===== src/rtl/cmp_capture_bank.sv =====
// Multi-channel compare-and-capture bank: MAX/MIN/AND/OR reduction over a
// window of valid samples, publishing one result set per window.
module cmp_capture_bank #(
    parameter int WIDTH  = 8,
    parameter int CH     = 4,
    parameter int WINDOW = 16,
    localparam int IW    = (WINDOW > 1) ? $clog2(WINDOW) : 1
) (
    input  logic                clk,
    input  logic                rst,
    input  logic                clear,
    input  logic [1:0]          mode,
    input  logic                in_valid,
    input  logic [CH*WIDTH-1:0] in_data,
    output logic [CH*WIDTH-1:0] out_data,
    output logic [CH*IW-1:0]    out_idx,
    output logic                out_valid,
    output logic [IW-1:0]       sample_cnt
);

    typedef enum logic [1:0] {
        MODE_MAX = 2'd0,
        MODE_MIN = 2'd1,
        MODE_AND = 2'd2,
        MODE_OR  = 2'd3
    } mode_e;

    mode_e            mode_q;
    logic             first;
    logic             accept;
    logic             last;
    logic [WIDTH-1:0] acc    [CH];
    logic [IW-1:0]    idx    [CH];
    logic [WIDTH-1:0] acc_nx [CH];
    logic [IW-1:0]    idx_nx [CH];
    logic [CH*WIDTH-1:0] data_pk;
    logic [CH*IW-1:0]    idx_pk;

    assign accept = in_valid & ~clear;
    assign last   = (sample_cnt == IW'(WINDOW - 1));

    // Per-channel update assuming the current input is accepted.
    always_comb begin
        data_pk = '0;
        idx_pk  = '0;
        for (int i = 0; i < CH; i++) begin
            acc_nx[i] = acc[i];
            idx_nx[i] = idx[i];
            if (first) begin
                acc_nx[i] = in_data[i*WIDTH +: WIDTH];
                idx_nx[i] = '0;
            end else begin
                unique case (mode_q)
                    MODE_MAX: begin
                        if (in_data[i*WIDTH +: WIDTH] > acc[i]) begin
                            acc_nx[i] = in_data[i*WIDTH +: WIDTH];
                            idx_nx[i] = sample_cnt;
                        end
                    end
                    MODE_MIN: begin
                        if (in_data[i*WIDTH +: WIDTH] < acc[i]) begin
                            acc_nx[i] = in_data[i*WIDTH +: WIDTH];
                            idx_nx[i] = sample_cnt;
                        end
                    end
                    MODE_AND: acc_nx[i] = acc[i] & in_data[i*WIDTH +: WIDTH];
                    MODE_OR:  acc_nx[i] = acc[i] | in_data[i*WIDTH +: WIDTH];
                    default:  ;
                endcase
            end
            data_pk[i*WIDTH +: WIDTH] = acc_nx[i];
            idx_pk[i*IW +: IW]        = idx_nx[i];
        end
    end

    always_ff @(posedge clk or negedge rst) begin
        if (!rst) begin
            for (int i = 0; i < CH; i++) begin
                acc[i] <= '0;
                idx[i] <= '0;
            end
            mode_q     <= MODE_MAX;
            first      <= 1'b1;
            sample_cnt <= '0;
            out_data   <= '0;
            out_idx    <= '0;
            out_valid  <= 1'b0;
        end else if (clear) begin
            sample_cnt <= '0;
            first      <= 1'b1;
            out_valid  <= 1'b0;
        end else if (accept) begin
            for (int i = 0; i < CH; i++) begin
                acc[i] <= acc_nx[i];
                idx[i] <= idx_nx[i];
            end
            if (first) begin
                mode_q <= mode_e'(mode);
            end
            if (last) begin
                out_data   <= data_pk;
                out_idx    <= idx_pk;
                out_valid  <= 1'b1;
                sample_cnt <= '0;
                first      <= 1'b1;
            end else begin
                out_valid  <= 1'b0;
                sample_cnt <= sample_cnt + IW'(1);
                first      <= 1'b0;
            end
        end else begin
            out_valid <= 1'b0;
        end
    end

endmodule


===== config.mk =====
export PLATFORM = sky130hd
export DESIGN_NAME = cmp_capture_bank
export DESIGN_NICKNAME = d
export VERILOG_FILES = /design/src/rtl/cmp_capture_bank.sv
export SDC_FILE = /design/constraint.sdc
export NUM_CORES = 1
export LEC_CHECK = 0
export ABC_AREA = 1
export ABC_CLOCK_PERIOD_IN_PS = 3600
export BUFFER_PORTS_ARGS = -buffer_cell sky130_fd_sc_hd__buf_2
export CAP_MARGIN = 15
export CORE_ASPECT_RATIO = 1.1
export CORE_MARGIN = 2
export CORE_UTILIZATION = 45
export CTS_BUF_LIST = sky130_fd_sc_hd__clkbuf_16
export DETAILED_ROUTE_END_ITERATION = 12
export GPL_TIMING_DRIVEN = 0
export PLACE_DENSITY = 0.61
export SETUP_SLACK_MARGIN = 0.02
export SKIP_LAST_GASP = 1
export SLEW_MARGIN = 5
export SYNTH_ARGS = -nofsm -noshare
export SYNTH_HDL_FRONTEND = slang
export SYNTH_SLANG_ARGS = --single-unit

===== constraint.sdc =====
create_clock -name clk -period 3.6 [get_ports clk]
set_clock_uncertainty 0.2 [all_clocks]
set_input_delay 0.18 -clock clk [delete_from_list [all_inputs] [get_ports clk]]
set_output_delay 0.18 -clock clk [all_outputs]
set_load 0.005 [all_outputs]

* Yosys cells after proc, flatten, opt, wreduce, memory -nomap -nowiden
Index checks and enable logic that the tools add are counted.
Word-level totals: memory bits (writable) 0, output and inout port bits 53, memories kept 0, memory bits (read-only) 0, bits in registers 104, latch bits 0, bits of input ports 38, word-level logic and storage cells 82
Cells by class: reductions and logical operators 5, shift operators 0, bitwise logic cells 10, div/mod/pow operators 0, $add $sub $neg 1, order comparisons 8, muxes and demuxes 40, $mul 0, equality and inequality tests 4
Operators by type and width (number):
- 8-bit one-hot mux with 4 select lines | 4
- 8-bit two-way mux | 12
- 4-bit two-way mux | 15
- 8-bit bitwise AND | 4
- 8-bit > comparator | 4
- 8-bit less-than comparator | 4
- 8-bit OR | 4
- 4-bit one-hot mux with 2 select lines | 4
- 3-bit AND reduction | 2
- 1-bit two-way mux | 5
- 4-bit by 1-bit adder with 4-bit output, second input constant | 1
- 2-bit == test, second input constant | 2
- 4-bit == test, second input constant | 1
- 2-bit by 1-bit == test with 1-bit output, second input constant | 1
- 2-bit logical NOT | 1
- 2-bit AND reduction | 1
- 2-bit nonzero test | 1
- 1-bit bitwise AND | 1
- 1-bit inverter | 1

* Depth between registers and ports, before layout
depth after elaboration 4, depth in mapped cells 15, gate-level depth less buffers 14

* Worst setup path after synthesis
No wires, ideal clock.
kind flip-flop to flip-flop, from register acc[29] in the netlist's numbering, to register acc[24] in the netlist's numbering, period minus slack after synthesis 2.099 ns, stages on the path, launching flop included 14, data arrival time 1.781 ns, path buffers 1, library setup time 0.117 ns, path slack 1.501 ns, data required time 3.283 ns, cell sequence dfrtp_1 > inv_1 > ha_1 > inv_1 > nand2_1 > a21oi_2 > nor2_8 > buf_6 > a21oi_2 > nor2_1 > nor2_1 > nand3_1 > nand3_1 > nand2_1
On the way: cells in the longest elaborated chain, start to end 4, elaborated cells on any way between the ends 6, those cells by class 2 x order compare; 4 x mux
RTL lines:
- start, declared | RTL line 32 | logic [WIDTH-1:0] acc [CH];
- start signal, assigned by index | RTL line 94 | acc[i] <= acc_nx[i];
- 8-bit less-than comparator / 8-bit > comparator (equally long branches) | RTL line 61, 55
- 8-bit two-way mux, on equally long branches | RTL line 61, 55
- 8-bit one-hot mux with 4 select lines (*) | RTL line 53 | unique case (mode_q)
- 8-bit two-way mux (*) | RTL line 49 | if (first) begin
Every way passes the cells marked *; elsewhere a longest branch is shown, timed or not. A chain may end at the register's enable or synchronous reset.

* Worst setup path in the final report
from register acc[15] in the netlist's numbering, to register out_data[22]
On the way: cells in the longest elaborated chain, start to end 4, elaborated cells on any way between the ends 6, those cells by class 2 x order compare; 4 x mux
RTL lines:
- 8-bit less-than comparator / 8-bit > comparator (equally long branches) | RTL line 61, 55
- 8-bit two-way mux, on equally long branches | RTL line 61, 55
- 8-bit one-hot mux with 4 select lines (*) | RTL line 53
- 8-bit two-way mux (*) | RTL line 49
- end signal, assigned | RTL line 101 | out_data <= data_pk;
- end, declared | RTL line 15 | output logic [CH*WIDTH-1:0] out_data,
Marked as above.

==> results.py <==
metrics = {
    "floorplanning": {
        "start_util": 0.461,
        "die_h_um": 151,
        "num_rows": 53,
        "die_w_um": 138,
        "die_area_um2": 20800,
        "io_pins": 91,
        "coreArea_um2": 19200,
    },
    "sta": {
        "finalHoldViolations": 0,
        "final.setup.tns_ns": 0,
        "slew_headroom": 0.464,
        "period_share": 0.710,
        "max_slew.worst_pin.slew_ns": 0.804,
        "rsz0062_at_grt": "no",
        "period_needed_ns": 2.56,
        "finalMaxSlewViolations": 0,
        "max_freq_mhz": 391,
        "setup_viol_count_final": 0,
    },
    "cells_and_area": {
        "finish.utilization": 0.521,
        "final_area_um2": 10000,
        "nets": 1500,
        "final_layout_size_suffix_gt1_frac": 0.172,
        "antenna_cells": 0,
        "area_growth_syn_to_layout_pct": 12.9,
        "final_cells": 1617,
    },
    "power": {
        "powerDensity_nw_per_um2": 417,
        "peakVddDrop_uv": 288,
        "p_leak_nw": 5.32,
    },
    "synthesis": {
        "yosysSeqAreaShare": 0.294,
        "yosysWarnings": 0,
        "syn-cell-area_um2": 8870,
        "synth_edf_count": 0,
        "ys_seq_elements": 104,
        "ys_dominant_reg_cell": "dfrtp_1",
        "synthesis.nets": 1392,
        "synthArstFlopShare": 1.00,
        "syn_area_per_cell_um2": 7.05,
        "ys_types": 37,
        "syn_inst": 1257,
    },
    "hold_path": {
        "whs_path_depth": 5,
        "hold_class": "input port to register",
    },
    "outcome": {
        "status": "finished clean",
    },
    "placed_design": {
        "dp_hpwl_um": 19700,
        "place_inst": 1595,
        "place_area_um2": 9660,
        "port_buffers": 90,
        "gp_congestion": 0.870,
    },
    "global_routing": {
        "grt_usage": 0.276,
        "grt_pass1_vias": 8334,
        "antenna_found_initial": 0,
        "grt_max_degree": 77,
        "grt_pass1_wl_um": 44400,
        "grt_overflow": 0,
    },
    "routing": {
        "routed_wl_um": 27700,
        "met2_wirelength_um": 12800,
        "dr.first_iter.drc_count": 802,
        "drtAntennaViolNets": 0,
        "vias": 8795,
        "met3_length_um": 1800,
        "drc": 0,
        "dr.pass1.iters": 6,
        "vias_per_cell": 5.44,
        "highest_layer": "met4",
        "met1_length_um": 12300,
        "wire_per_inst_um": 17.1,
    },
    "clocking": {
        "cts_buffers": 9,
        "cts_max_level": 3,
        "cts-resized-gates": 0,
        "clk_latency_ns": 0.37,
        "cts_tree": "built",
        "cts.sinks": 104,
        "cts_buffer_depth": 2,
        "root_buffer": "clkbuf_16",
        "clkTransAtPathRegs_ns": 0.08,
    },
    "flow_run": {
        "maxCapViolations": 0,
    },
    "critical_path": {
        "ff2ff_path_depth": 12,
        "cp_max_fo": 10,
        "critPathKind": "register to register",
        "worstPathArrival_ns": 2.62,
        "startpoint_type": "register",
        "endpoint_kind": "register",
        "required_ns": 3.66,
    },
}
path summary, 6_finish.rpt:
kind	from	end	slack, ns
hold reg to reg	out_data[10]$_DFFE_PN0P_	out_data[10]$_DFFE_PN0P_	0.28
min in group asynchronous	rst	out_data[12]$_DFFE_PN0P_	0.05
hold / removal	in_data[24]	acc[0]$_DFFE_PN0P_	0.03
max in group asynchronous	rst	first$_DFFE_PN1P_	2.42
setup / recovery	acc[15]$_DFFE_PN0P_	out_data[22]$_DFFE_PN0P_	1.04
setup reg to reg	acc[15]$_DFFE_PN0P_	out_data[22]$_DFFE_PN0P_	1.04
critical path, stage by stage, from the launching register on:
cell	delay (ns)
dfrtp_1	0.41
inv_1	0.10
ha_1	0.30
inv_2	0.04
nand2_1	0.09
nor3_2	0.06
nand3_1	0.14
clkbuf_1	0.53
nand3_1	0.14
nand3_1	0.11
nand3_1	0.10
nand3_1	0.15
nand2_1	0.07
cells in the final DEF (no fill, tap or decap), types with 13 or more instances in the layout:
master,synthesis,routed
clkbuf_1,25,25
nand2_2,17,17
nand2_1,334,334
inv_2,14,14
ha_1,97,97
nand3_1,283,283
buf_2,32,121
inv_1,99,99
a21oi_1,44,44
dfrtp_1,103,103
nor2_1,74,74
o21ai_0,43,43
nand3_2,13,13
report_power, final:
part           internal [mW]  switching (mW)
clock                  0.485           0.529
combinational          0.609            1.17
sequential              1.28           0.109
metrics by stage:
stage / worst slack (ns) / total power, mW / hold WS (ns)
after floorplan: 1.50 / 2.67 / -0.316
after CTS: 1.10 / 4.18 / 0.0239
after global routing: 0.877 / 4.48 / 0.0794
after global placement: 0.787 / 3.13 / 0.211
final: 1.04 / 4.17 / 0.0276
after detailed placement: 1.12 / 3.15 / -0.121
layout make-up:
| type | instances | area, µm² |
|---|---|---|
| plain buffers | 73 | 409 |
| clock buffers | 9 | 225 |
| clock inverters | 7 | 68.8 |
| fillers | 1988 | 9220 |
| inverters | 114 | 428 |
| multi-input cells | 966 | 5430 |
| flip-flops and latches | 104 | 2600 |
| well taps | 247 | 309 |
| repair buffers | 97 | 544 |
state kept, by name, summed over array words and instances, names as in the netlist:
register,flops
idx,16
sample_cnt,4
out_data,32
out_valid,1
out_idx,16
first,1
mode_q,2
acc,32
synth_stat cells, types with 10 or more instances:
cell / count / share of area
inv_2: 14 / 0.0059
nand3_2: 13 / 0.015
clkbuf_1: 25 / 0.011
dfrtp_1: 103 / 0.29
buf_2: 32 / 0.018
o21ai_0: 43 / 0.024
nor2_1: 74 / 0.031
ha_1: 97 / 0.14
inv_1: 99 / 0.042
nand3_1: 283 / 0.16
nand2_2: 17 / 0.012
a21oi_2: 10 / 0.0099
a21oi_1: 44 / 0.025
nand2_1: 334 / 0.14
o211ai_1: 12 / 0.010
metal layers:
| layer | global-route usage | vias to the layer above |
|---|---|---|
| met3 | 0.0335 | 56 |
| met4 | 0.108 | 0 |
| met2 | 0.440 | 298 |
| li1 | - | 4321 |
| met5 | 0 | - |
| met1 | 0.379 | 4120 |
kinds of logic (layout without fill, tap and decap cells):
kind of cell	after synthesis	in the layout	share of synthesized area
buf+inv	187	300	0.0944
xor+xnor	1	1	0.000988
simple gates	745	745	0.390
compound gates	123	123	0.0837
fa+ha+maj	97	97	0.137
flops	104	104	0.294
repair_timing:
item | in CTS | in global routing
setup endpoints to repair | 0 | 0
hold endpoints to repair | 109 | 0
hold buffers | 6 | 0
buffers inserted | 0 | 0
Power figures use the tool's default switching activity.
